File: config.mk
export PLATFORM = sky130hd
export DESIGN_NAME = sdram_arbiter_flat
export DESIGN_NICKNAME = d
export VERILOG_FILES = /design/src/rtl/sdram_arbiter_if.sv /design/src/rtl/sdram_arbiter.sv /design/src/flat_wrapper.sv
export SDC_FILE = /design/constraint.sdc
export NUM_CORES = 1
export LEC_CHECK = 0
export ABC_AREA = 0
export BUFFER_PORTS_ARGS = -buffer_cell sky130_fd_sc_hd__buf_4
export CAP_MARGIN = 15
export CORE_MARGIN = 1.5
export CORE_UTILIZATION = 52
export CTS_CLUSTER_DIAMETER = 150
export DETAILED_ROUTE_END_ITERATION = 7
export GPL_ROUTABILITY_DRIVEN = 0
export MAX_ROUTING_LAYER = met4
export PLACE_DENSITY = 0.86
export SYNTH_ARGS = -nofsm -noshare
export SYNTH_HDL_FRONTEND = slang
export SYNTH_SLANG_ARGS = --single-unit
File: constraint.sdc
create_clock -name i_clk -period 11.5 [get_ports i_clk]
set_input_delay 1.15 -clock i_clk [delete_from_list [all_inputs] [get_ports i_clk]]
set_output_delay 1.15 -clock i_clk [all_outputs]
set_load 0.03 [all_outputs]
File: src/rtl/sdram_arbiter_if.sv
// Requester and SDRAM-controller bus bundle for sdram_arbiter; slave = arbiter view, master = driver/responder view.
// Requester fields are packed per port: addr[i*ADDR_W +: ADDR_W], din[i*16 +: 16], ds[i*2 +: 2].
interface sdram_arbiter_if #(
    parameter int ADDR_W = 22
);
    logic [2:0]          req;
    logic [2:0]          we;
    logic [3*ADDR_W-1:0] addr;
    logic [47:0]         din;
    logic [5:0]          ds;
    logic [2:0]          ack;
    logic [15:0]         dout;
    logic                mem_start;
    logic                mem_we;
    logic [ADDR_W-1:0]   mem_addr;
    logic [15:0]         mem_din;
    logic [1:0]          mem_ds;
    logic                mem_ready;
    logic [15:0]         mem_dout;

    modport slave (
        input  req, we, addr, din, ds, mem_ready, mem_dout,
        output ack, dout, mem_start, mem_we, mem_addr, mem_din, mem_ds
    );

    modport master (
        output req, we, addr, din, ds, mem_ready, mem_dout,
        input  ack, dout, mem_start, mem_we, mem_addr, mem_din, mem_ds
    );
endinterface

File: src/rtl/sdram_arbiter.sv
// 3-port SDRAM access sequencer, CPU > ARAM > RV with RV anti-starvation (RV port only with SDRAM_ARBITER_RV_EN).
// Request-to-ack 4 cycles minimum; no backpressure: a req to an already pending port is dropped and flagged in overrun.
module sdram_arbiter #(
    parameter int ADDR_W        = 22,
    parameter int RV_STARVE_MAX = 8
) (
    input  logic                i_clk,
    input  logic                i_reset,
    sdram_arbiter_if.slave      if_bus,
    output logic                o_rv_wait,
    output logic [2:0]          o_overrun,
    output logic                o_busy
);
    typedef enum logic [1:0] {S_IDLE, S_ISSUE, S_WAIT, S_DONE} state_t;

`ifdef SDRAM_ARBITER_RV_EN
    localparam logic [2:0] PORT_EN = 3'b111;
`else
    localparam logic [2:0] PORT_EN = 3'b011;
`endif

    state_t              r_state;
    state_t              w_next;
    logic [2:0]          r_pend;
    logic [2:0]          r_overrun;
    logic [2:0]          r_we;
    logic [ADDR_W-1:0]   r_addr [3];
    logic [15:0]         r_din  [3];
    logic [1:0]          r_ds   [3];
    logic [1:0]          r_win;
    logic [7:0]          r_starve;
    logic [15:0]         r_dout;
    logic                r_mem_we;
    logic [ADDR_W-1:0]   r_mem_addr;
    logic [15:0]         r_mem_din;
    logic [1:0]          r_mem_ds;
    logic [2:0]          w_req;
    logic [2:0]          w_clr;
    logic [1:0]          w_sel;
    logic                w_any;
    logic                w_grant;

    assign w_req   = if_bus.req & PORT_EN;
    assign w_any   = |r_pend;
    assign w_grant = (r_state == S_IDLE) && w_any;
    assign w_clr   = (r_state == S_DONE) ? (3'b001 << r_win) : 3'b000;

    always_comb begin
        w_sel = 2'd0;
        if (r_pend[2] && (r_starve == 8'(RV_STARVE_MAX)))
            w_sel = 2'd2;
        else if (r_pend[0])
            w_sel = 2'd0;
        else if (r_pend[1])
            w_sel = 2'd1;
        else if (r_pend[2])
            w_sel = 2'd2;
    end

    // A winner re-requesting in its DONE cycle is re-armed, not counted as overrun.
    always_ff @(posedge i_clk) begin
        if (i_reset) begin
            r_pend    <= 3'b000;
            r_overrun <= 3'b000;
        end else begin
            for (int i = 0; i < 3; i++) begin
                if (w_req[i]) begin
                    if (!r_pend[i] || w_clr[i]) begin
                        r_pend[i] <= 1'b1;
                        r_we[i]   <= if_bus.we[i];
                        r_addr[i] <= if_bus.addr[i*ADDR_W +: ADDR_W];
                        r_din[i]  <= if_bus.din[i*16 +: 16];
                        r_ds[i]   <= if_bus.ds[i*2 +: 2];
                    end else begin
                        r_overrun[i] <= 1'b1;
                    end
                end else if (w_clr[i]) begin
                    r_pend[i] <= 1'b0;
                end
            end
        end
    end

`ifdef SDRAM_ARBITER_RV_EN
    always_ff @(posedge i_clk) begin
        if (i_reset || !r_pend[2])
            r_starve <= 8'd0;
        else if (w_grant) begin
            if (w_sel == 2'd2)
                r_starve <= 8'd0;
            else if (r_starve != 8'hff)
                r_starve <= r_starve + 8'd1;
        end
    end
`else
    always_ff @(posedge i_clk) begin
        r_starve <= 8'd0;
    end
`endif

    always_ff @(posedge i_clk) begin
        if (i_reset)
            r_state <= S_IDLE;
        else
            r_state <= w_next;
    end

    always_comb begin
        w_next = r_state;
        case (r_state)
            S_IDLE:  if (w_any) w_next = S_ISSUE;
            S_ISSUE: w_next = S_WAIT;
            S_WAIT:  if (if_bus.mem_ready) w_next = S_DONE;
            S_DONE:  w_next = S_IDLE;
            default: w_next = S_IDLE;
        endcase
    end

    always_ff @(posedge i_clk) begin
        if (i_reset) begin
            r_win      <= 2'd0;
            r_mem_we   <= 1'b0;
            r_mem_addr <= '0;
            r_mem_din  <= 16'd0;
            r_mem_ds   <= 2'd0;
            r_dout     <= 16'd0;
        end else begin
            if (w_grant) begin
                r_win      <= w_sel;
                r_mem_we   <= r_we[w_sel];
                r_mem_addr <= r_addr[w_sel];
                r_mem_din  <= r_din[w_sel];
                r_mem_ds   <= r_ds[w_sel];
            end
            if ((r_state == S_WAIT) && if_bus.mem_ready && !r_mem_we)
                r_dout <= if_bus.mem_dout;
        end
    end

    always_comb begin
        if_bus.mem_start = (r_state == S_ISSUE);
        if_bus.ack       = w_clr;
        o_busy           = (r_state != S_IDLE);
        o_rv_wait        = r_pend[2] && !w_clr[2];
    end

    assign if_bus.dout     = r_dout;
    assign if_bus.mem_we   = r_mem_we;
    assign if_bus.mem_addr = r_mem_addr;
    assign if_bus.mem_din  = r_mem_din;
    assign if_bus.mem_ds   = r_mem_ds;
    assign o_overrun       = r_overrun;
endmodule
File: src/flat_wrapper.sv
// flat-port wrapper written by rule: the top's interface ports become plain ports
module sdram_arbiter_flat 
#(
    parameter int ADDR_W        = 22,
    parameter int RV_STARVE_MAX = 8
)
  (i_clk, i_reset, o_rv_wait, o_overrun, o_busy, if_bus_req, if_bus_we, if_bus_addr, if_bus_din, if_bus_ds, if_bus_mem_ready, if_bus_mem_dout, if_bus_ack, if_bus_dout, if_bus_mem_start, if_bus_mem_we, if_bus_mem_addr, if_bus_mem_din, if_bus_mem_ds);
  sdram_arbiter_if #(.ADDR_W(ADDR_W)) if_bus_i ();
  input  logic i_clk;
  input  logic i_reset;
  output logic o_rv_wait;
  output logic [2:0] o_overrun;
  output logic o_busy;
  input wire logic [$bits(if_bus_i.req)-1:0] if_bus_req;
  input wire logic [$bits(if_bus_i.we)-1:0] if_bus_we;
  input wire logic [$bits(if_bus_i.addr)-1:0] if_bus_addr;
  input wire logic [$bits(if_bus_i.din)-1:0] if_bus_din;
  input wire logic [$bits(if_bus_i.ds)-1:0] if_bus_ds;
  input wire logic [$bits(if_bus_i.mem_ready)-1:0] if_bus_mem_ready;
  input wire logic [$bits(if_bus_i.mem_dout)-1:0] if_bus_mem_dout;
  output wire logic [$bits(if_bus_i.ack)-1:0] if_bus_ack;
  output wire logic [$bits(if_bus_i.dout)-1:0] if_bus_dout;
  output wire logic [$bits(if_bus_i.mem_start)-1:0] if_bus_mem_start;
  output wire logic [$bits(if_bus_i.mem_we)-1:0] if_bus_mem_we;
  output wire logic [$bits(if_bus_i.mem_addr)-1:0] if_bus_mem_addr;
  output wire logic [$bits(if_bus_i.mem_din)-1:0] if_bus_mem_din;
  output wire logic [$bits(if_bus_i.mem_ds)-1:0] if_bus_mem_ds;
  assign if_bus_i.req = if_bus_req;
  assign if_bus_i.we = if_bus_we;
  assign if_bus_i.addr = if_bus_addr;
  assign if_bus_i.din = if_bus_din;
  assign if_bus_i.ds = if_bus_ds;
  assign if_bus_i.mem_ready = if_bus_mem_ready;
  assign if_bus_i.mem_dout = if_bus_mem_dout;
  assign if_bus_ack = if_bus_i.ack;
  assign if_bus_dout = if_bus_i.dout;
  assign if_bus_mem_start = if_bus_i.mem_start;
  assign if_bus_mem_we = if_bus_i.mem_we;
  assign if_bus_mem_addr = if_bus_i.mem_addr;
  assign if_bus_mem_din = if_bus_i.mem_din;
  assign if_bus_mem_ds = if_bus_i.mem_ds;
  sdram_arbiter #(.ADDR_W(ADDR_W), .RV_STARVE_MAX(RV_STARVE_MAX)) u_core (.i_clk(i_clk), .i_reset(i_reset), .if_bus(if_bus_i), .o_rv_wait(o_rv_wait), .o_overrun(o_overrun), .o_busy(o_busy));
endmodule
* Yosys cells after proc, flatten, opt, wreduce, memory -nomap -nowiden
Memory sizes are Yosys's and may differ from the RTL's. A register that Yosys moved wholly into a read port is not among the register bits.
Index checks and enable logic that the tools add are counted.
** Cells by class
- Order comparisons :: 1
- Eq/ne operators :: 7
- Shift-type cells :: 1
- Muxes and demuxes :: 22
- Bitwise operators :: 3
- Reductions and logical operators :: 20
** Operator list (count)
- $mux W1 :: 16
- $reduce_and A2 Y1 :: 5
- $pmux W2 S4 :: 1
- $mux W2 :: 3
- $ne A2 B1 Y1 const B :: 3
- $reduce_and A3 Y1 :: 2
- $reduce_bool A2 Y1 :: 3
- $eq A2 B2 Y1 const B :: 2
- $logic_and A1 B1 Y1 :: 3
- $logic_not A1 Y1 :: 3
- $lt A2 B3 Y1 const B :: 1
- $mux W3 :: 1
- $not A1 Y1 :: 3
- $shl A1 B2 Y3 const A :: 1
- $bmux W1 S2 :: 1
- $eq A2 B1 Y1 const B :: 1
- $logic_not A2 Y1 :: 1
- $logic_or A1 B1 Y1 :: 2
- $ne A2 B2 Y1 const B :: 1
- $reduce_or A2 Y1 :: 1
** Word-level totals
- Register bits after elaboration :: 27
- RAM bits :: 120
- Input port bits :: 145
- Output and inout port bits :: 66
- Word-level logic and storage cells :: 67
- Memories kept :: 3
** Memories
- u_core.r_addr :: words 3, bits a word 22, rd ports 1, clocked after Yosys merged registers in 1, wr ports 2, line sdram_arbiter.sv:27 : logic [ADDR_W-1:0] r_addr [3];
- u_core.r_din :: words 3, bits a word 16, rd ports 1, clocked after Yosys merged registers in 1, wr ports 2, line sdram_arbiter.sv:28 : logic [15:0] r_din [3];
- u_core.r_ds :: words 3, bits a word 2, rd ports 1, clocked after Yosys merged registers in 1, wr ports 2, line sdram_arbiter.sv:29 : logic [1:0] r_ds [3];

* Logic depth before layout (Yosys ltp)
Gate-level depths: netlist of the first run.
- Depth in word-level cells :: 7
- Depth in mapped cells :: 7
- Depth with buffers taken out :: 5

* Worst setup path after synthesis of the first run
OpenSTA, ideal clock, no wires.
- Path kind :: input -> register
- From :: input i_reset
- To :: memory u_core.r_addr[1][0] (enable)
- Data arrival time :: 4.339 ns
- Required time :: 11.005 ns
- Path slack :: 6.666 ns
- Stages :: 2
- Path buffers :: 1
- Path through :: clkbuf_1 nor3b_1
** RTL lines
- from (decl) :: line flat_wrapper.sv:10 : input logic i_reset;
- to (decl) :: line sdram_arbiter.sv:27

* Worst setup path in the final report of the first run
- From :: register u_core.r_state[0]
- To :: output if_bus_ack[0]
** On the way
- Word-level cells in the longest chain between the ends :: 2
** Ends and longest elaborated chain
- from (decl) :: line sdram_arbiter.sv:22 : state_t r_state;
- from (signal assigned) :: line sdram_arbiter.sv:105 : r_state <= w_next;
- $eq A2 B2 Y1 :: line sdram_arbiter.sv:46 : assign w_clr = (r_state == S_DONE) ? (3'b001 << r_win) : 3'b000;
- $mux W3 :: line sdram_arbiter.sv:46
- to (decl) :: line flat_wrapper.sv:21 : output wire logic [$bits(if_bus_i.ack)-1:0] if_bus_ack;
Every way passes these cells.

==> results of run 1 <==
metal layers:
| metal | wire length [um] | track usage (%) |
|---|---|---|
| met1 | 4520 | 24.2 |
| met2 | 5520 | 36.3 |
| met3 | 795 | 7.74 |
| met4 | 77 | 7.34 |
| met5 | 0 | - |
cells in the mapped netlist:
| cell type | count | area, um^2 |
|---|---|---|
| nor3b_1 | 2 | 15.0 |
| buf_4 | 3 | 22.5 |
| a21boi_0 | 2 | 15.0 |
| ha_1 | 5 | 62.6 |
| conb_1 | 1 | 3.75 |
| mux2i_1 | 42 | 420 |
| and2_1 | 1 | 6.26 |
| or3b_2 | 1 | 8.76 |
| inv_1 | 5 | 18.8 |
| dfxtp_1 | 64 | 1280 |
| nand3b_1 | 1 | 7.51 |
| a21oi_1 | 22 | 110 |
| edfxtp_1 | 82 | 2460 |
| a31oi_1 | 1 | 6.26 |
| nand2_1 | 32 | 120 |
| nand2b_1 | 5 | 31.3 |
| buf_12 | 4 | 80.1 |
| buf_1 | 2 | 7.51 |
| and3b_1 | 1 | 8.76 |
| buf_6 | 1 | 11.3 |
| nor2_1 | 47 | 176 |
| o21a_1 | 2 | 15.0 |
| a211oi_1 | 42 | 315 |
| clkbuf_1 | 11 | 41.3 |
| buf_2 | 6 | 30.0 |
state kept, by name, indices dropped and copies added (netlist names):
| signal | flops |
|---|---|
| u_core.if_bus.dout | 16 |
| u_core.if_bus.mem_addr | 22 |
| u_core.if_bus.mem_din | 16 |
| u_core.if_bus.mem_ds | 2 |
| u_core.if_bus.mem_we | 1 |
| u_core.o_overrun | 2 |
| u_core.r_addr | 44 |
| u_core.r_din | 32 |
| u_core.r_ds | 4 |
| u_core.r_pend | 2 |
| u_core.r_state | 2 |
| u_core.r_we | 2 |
| u_core.r_win | 1 |
worst min path at each step:
stage	from	to	cells past startpoint
final	u_core.if_bus.dout[14]	u_core.if_bus.dout[14]	2
after global routing	u_core.if_bus.dout[6]	u_core.if_bus.dout[6]	2
after CTS	u_core.if_bus.dout[14]	u_core.if_bus.dout[14]	2
after detailed placement	u_core.if_bus.dout[10]	u_core.if_bus.dout[10]	2
after global placement	u_core.if_bus.dout[2]	u_core.if_bus.dout[2]	2
after floorplan	u_core.r_state[1]	u_core.r_state[1]	2
cell type report:
type	count	area (um^2)
Tap cell	133	166
Sequential cell	146	3740
Inverter	5	18.8
Clock inverter	13	184
Clock buffer	19	432
Fill cell	598	2660
Timing Repair Buffer	169	1270
Multi-Input combinational cell	209	1350
cell usage in the layout, fill, tap and decap left out, types with 3 or more instances in the layout:
cell,instances
clkinvlp_4,3
mux2i_1,42
conb_1,3
clkbuf_16,16
buf_4,169
a211oi_1,42
ha_1,5
a21oi_1,21
nand2b_1,4
bufinv_16,4
nor2_1,47
edfxtp_1,82
dfxtp_1,64
clkinv_2,3
inv_1,5
nand2_1,32
critical path, stage by stage (launching register included):
cell and delay (ns):
dfxtp_1 0.34, ha_1 0.22, nand2b_1 0.21, inv_1 0.08, buf_4 0.17
power by group:
group | total [mW] | internal [mW] | switching, mW
Combinational | 0.411 | 0.154 | 0.258
Clock | 0.565 | 0.358 | 0.206
Sequential | 0.660 | 0.623 | 0.0377
Total | 1.64 | 1.13 | 0.502
stage by stage:
stage / total power [mW] / hold WS (ns) / setup WS [ns] / utilization [%] / cell area [um^2]
global placement: 1.07 / 0.444 / 8.73 / 66.7 / 6550
global route: 1.71 / 0.483 / 8.73 / 72.9 / 7160
detailed placement: 1.08 / 0.451 / 8.70 / 66.7 / 6550
CTS: 1.65 / 0.459 / 8.80 / 72.9 / 7160
finish: 1.64 / 0.455 / 8.84 / 72.9 / 7160
floorplan: 0.935 / 0.481 / 6.67 / - / 5290
cell families after synthesis:
group                      Yosys count  share of synthesized area (%)
AOI/OAI and AO/OA                   69                           8.75
buffers and inverters               32                           4.01
other                                1                         0.0711
and+or+nand+nor                     90                           7.09
muxes                               42                           7.97
DFF                                146                           70.9
adders and majority gates            5                           1.19
==> impl_metrics.ini, run 1 <==
[status]
outcome = completed

[die]
rows = 36
io_pins = 211
dieWidth_um = 104
core_um2 = 9820
die_height_um = 104
initial_utilization_pct = 53.7
die_area_um2 = 10800

[global_routing]
antenna_found_initial = 0
grt_start_max_net_pins = 69
grt_pass1_vias = 3555
grt_use_total_pct = 21.7
grt_overflow = 0
grt_pass1_wl_mm = 17.3

[logic_synthesis]
yosysUniqueCellTypes = 25
ys_seq_area_share_pct = 70.9
avgSynthCellArea_um2 = 13.7
ys_seq_elements = 146
syn_inst = 385
synth-warning-count = 0
synth_area_um2 = 5280

[job]
cap_violations = 0

[clock_tree]
cts_resized = 0
postCtsSetupRepairBufs = 0
clk_path_buf_depth = 2
clock_sinks = 146
root_buffer = clkbuf_8
holdBufCountCts = 0
cts_tree = done
clk_latency_ns = 0.50
cts.reportedPaths.clkPinSlew_ns = 0.06
cts_buffers = 17
htreeDepth = 4

[timing]
slew_headroom_pct = 50.3
slew_viol_final = 0
tightest_slew_ns = 0.746
tns_ns = 0
finClkSkew_ns = 0.00622
fmax_mhz = 376
setup_viol = 0
rsz0062_at_grt = false
hold_viol_final = 0
min_period_ns = 2.66
final.period_utilization_pct = 23.1

[drt]
drc = 0
vias = 3489
via_per_inst = 5.03
ant_nets = 0
routed_wl_mm = 10.9
firstDrtPassIters = 4
drt-initial-drc-count = 191
wl_per_cell_um = 15.7

[cells_and_area]
finalNonFillerCells = 694
syn_to_final_growth_pct = 35.7
num_antenna_cells = 0
fin_nets = 698
drive_above_1_share_pct = 36.5

[worst_setup_path]
rrSetupSlack_ns = 9.20
cp_data_required_time_ns = 10.35
cp-endpoint = if_bus_ack[0]
cp.arrival_ns = 1.51
end_kind = output port
crit_path_start_kind = flip-flop
reg2reg_to = u_core.if_bus.mem_din[12]
critical_path_class = reg2out
critPathLaunch = u_core.r_state[0]
reg2reg_from = u_core.r_state[0]
path_max_fanout = 5
rr_worst_depth = 6

[placement]
port_buffers = 165
dp_hpwl_mm = 7.03
dp_cells = 662

[hold_path]
hold_path.class = reg2reg

[power_and_ir_drop]
ir_drop_uv = 136
powerDensity_nw_per_um2 = 228
p_leak_nw = 3.05
(Power assumes the default switching activity.)
==> inputs of run 2 (changes only) <==
--- a/config.mk
+++ b/config.mk
@@ -9,12 +9,12 @@
 export BUFFER_PORTS_ARGS = -buffer_cell sky130_fd_sc_hd__buf_4
 export CAP_MARGIN = 15
 export CORE_MARGIN = 1.5
-export CORE_UTILIZATION = 52
+export CORE_UTILIZATION = 43
 export CTS_CLUSTER_DIAMETER = 150
 export DETAILED_ROUTE_END_ITERATION = 7
 export GPL_ROUTABILITY_DRIVEN = 0
 export MAX_ROUTING_LAYER = met4
-export PLACE_DENSITY = 0.86
+export PLACE_DENSITY = 0.76
 export SYNTH_ARGS = -nofsm -noshare
 export SYNTH_HDL_FRONTEND = slang
 export SYNTH_SLANG_ARGS = --single-unit
==> constraint.sdc (replaced) <==
create_clock -name i_clk -period 2.3 [get_ports i_clk]
set_input_delay 0.23 -clock i_clk [delete_from_list [all_inputs] [get_ports i_clk]]
set_output_delay 0.23 -clock i_clk [all_outputs]
set_load 0.03 [all_outputs]
==> impl_metrics.ini, run 2 (same netlist as run 1, synthesis figures left out) <==
[cells_and_area]
num_antenna_cells = 0
final_cell_mix = buf_4 (166), dlygate4sd3_1 (82), edfxtp_1 (82)
fin_nets = 783
n_fill_cell = 804
ff_latch_area_um2 = 3740
drive_above_1_share_pct = 31.6
fin_area_um2 = 8060
syn_to_final_growth_pct = 52.8
final_common_cell = buf_4
multi_input_area_um2 = 1360
largest_register_ffs = 44
regMostFlops = u_core.r_addr

[clock_tree]
clk_latency_ns = 0.41
htreeDepth = 4
clock_sinks = 146
clk_path_buf_depth = 2
root_buffer = clkbuf_16
cts.reportedPaths.clkPinSlew_ns = 0.06
postCtsSetupRepairBufs = 0
cts_buffers = 17
cts_resized = 0
cts_tree = done

[power_and_ir_drop]
combPwrFrac_pct = 27.8
power_switching_mw = 2.58
p_leak_nw = 3.42
intPower_mw = 5.67
ir_drop_uv = 650
power_frac_clock_pct = 31.9
swShare_pct = 31.3
powerDensity_nw_per_um2 = 1020
seq_power_share_pct = 40.3

[worst_setup_path]
reg2reg_to = u_core.r_addr[1][10]
crit_slowest_cell = a21boi_0
rr_worst_depth = 4
cp_cell_sequence = ha_1, a21boi_0, nor3b_4, buf_12
reg2reg_from = u_core.r_state[0]
rrSetupSlack_ns = 0.50
cp_data_required_time_ns = 2.45
cp.arrival_ns = 1.95
crit_path_start_kind = flip-flop
critPathMaxStageDelay_ns = 0.61
path_max_fanout = 40
end_kind = flip-flop
critical_path_class = reg2reg

[timing]
rsz0062_at_grt = false
final.period_utilization_pct = 78.1
hold_viol_final = 0
min_period_ns = 1.80
tns_ns = 0
setup_viol = 0
fmax_mhz = 557
slew_headroom_pct = 49.9
tightest_slew_ns = 0.745
slew_viol_final = 0
finClkSkew_ns = 0.00612

[drt]
routed_wl_mm = 13.5
via_per_inst = 4.99
vias = 3960
wl_per_cell_um = 17.0
firstDrtPassIters = 4
drt-initial-drc-count = 166
ant_nets = 0
drc = 0

[hold_path]
hold_path.class = in2reg
hp-start = if_bus_req[0]
holdPathEnd = u_core.r_pend[0]
hold_depth = 3

[die]
io_pins = 211
rows = 40
core_um2 = 12000
dieWidth_um = 114
die_height_um = 114
die_area_um2 = 12900
initial_utilization_pct = 43.9

[global_routing]
grt_overflow = 0
grt_pass1_vias = 4217
grt_start_max_net_pins = 41
grt_pass1_wl_mm = 20.9
grt_use_total_pct = 22.2
antenna_found_initial = 0

[placement]
dp_hpwl_mm = 7.28
placed_cell_area_um2 = 6670
port_buffers = 165

[status]
outcome = completed

[job]
cap_violations = 0
## run 2: changes by cell type in the layout (fill, tap and decap cells not counted)
cell           change
dlygate4sd3_1     +82
clkinvlp_4         -2
clkbuf_16          +1
buf_4              -3
clkbuf_1           +1
bufinv_16          -2
nor3b_2            -1
buf_12             +6
inv_6              -1
nor3b_4            +1
clkinv_1           +3
## run 2: power groups by stage
| stage | logic, mW | registers [mW] | clock network [mW] |
|---|---|---|---|
| detailed placement | 2.13 | 3.35 | 0 |
| finish | 2.30 | 3.32 | 2.64 |
| CTS | 2.25 | 3.30 | 2.66 |
| floorplan | 0.875 | 3.80 | 0 |
| global placement | 2.08 | 3.34 | 0 |
| global route | 2.46 | 3.35 | 2.80 |
## run 2: area by class of cell
cell class	instances	share of cell area, %
Clock inverter	11	1.38
Sequential cell	146	46.4
Multi-Input combinational cell	209	16.8
Tap cell	147	2.28
Clock buffer	21	5.71
Inverter	5	0.233
Timing Repair Buffer	254	27.1
## run 2: worst max path at each step
stage	start	end	slack [ns]
floorplan	u_core.r_state[0]	u_core.r_addr[1][0]	0.05
CTS	u_core.r_state[0]	u_core.r_din[1][1]	0.53
global placement	u_core.r_state[0]	u_core.r_addr[1][13]	0.60
finish	u_core.r_state[0]	u_core.r_addr[1][10]	0.50
detailed placement	u_core.r_state[0]	u_core.r_addr[1][18]	0.54
global route	u_core.r_state[0]	u_core.r_addr[1][21]	0.42
## run 2: what timing repair did
action,CTS,global route
hold buffers,82,0
endpoints found under the setup margin,0,0
hold endpoints to repair,82,0
## run 2: routing by layer
layer	vias up	track usage (%)	part of all wire, %
li1	1885	-	-
met1	1870	24.9	41
met5	-	-	0
met3	32	5.69	6.2
met4	0	10.4	2.3
met2	173	37.3	51
## run 2: stage by stage
step | power [mW] | std cells | hold slack, ns | util (%) | setup WS (ns)
final | 8.25 | 793 | 0.0555 | 67.1 | 0.504
after global routing | 8.61 | 793 | 0.0471 | 67.1 | 0.419
after CTS | 8.22 | 793 | 0.0417 | 67.1 | 0.534
after detailed placement | 5.48 | 679 | 0.409 | 55.5 | 0.545
after global placement | 5.41 | 679 | 0.408 | 55.5 | 0.598
after floorplan | 4.68 | 387 | 0.329 | - | 0.0533
## run 2: critical path, delay by kind of cell (launching register included)
family	cells	cell delay, ns
compound gates	1	0.61
flops	1	0.34
fa+ha+maj	1	0.23
buf+inv	1	0.23
simple gates	1	0.10
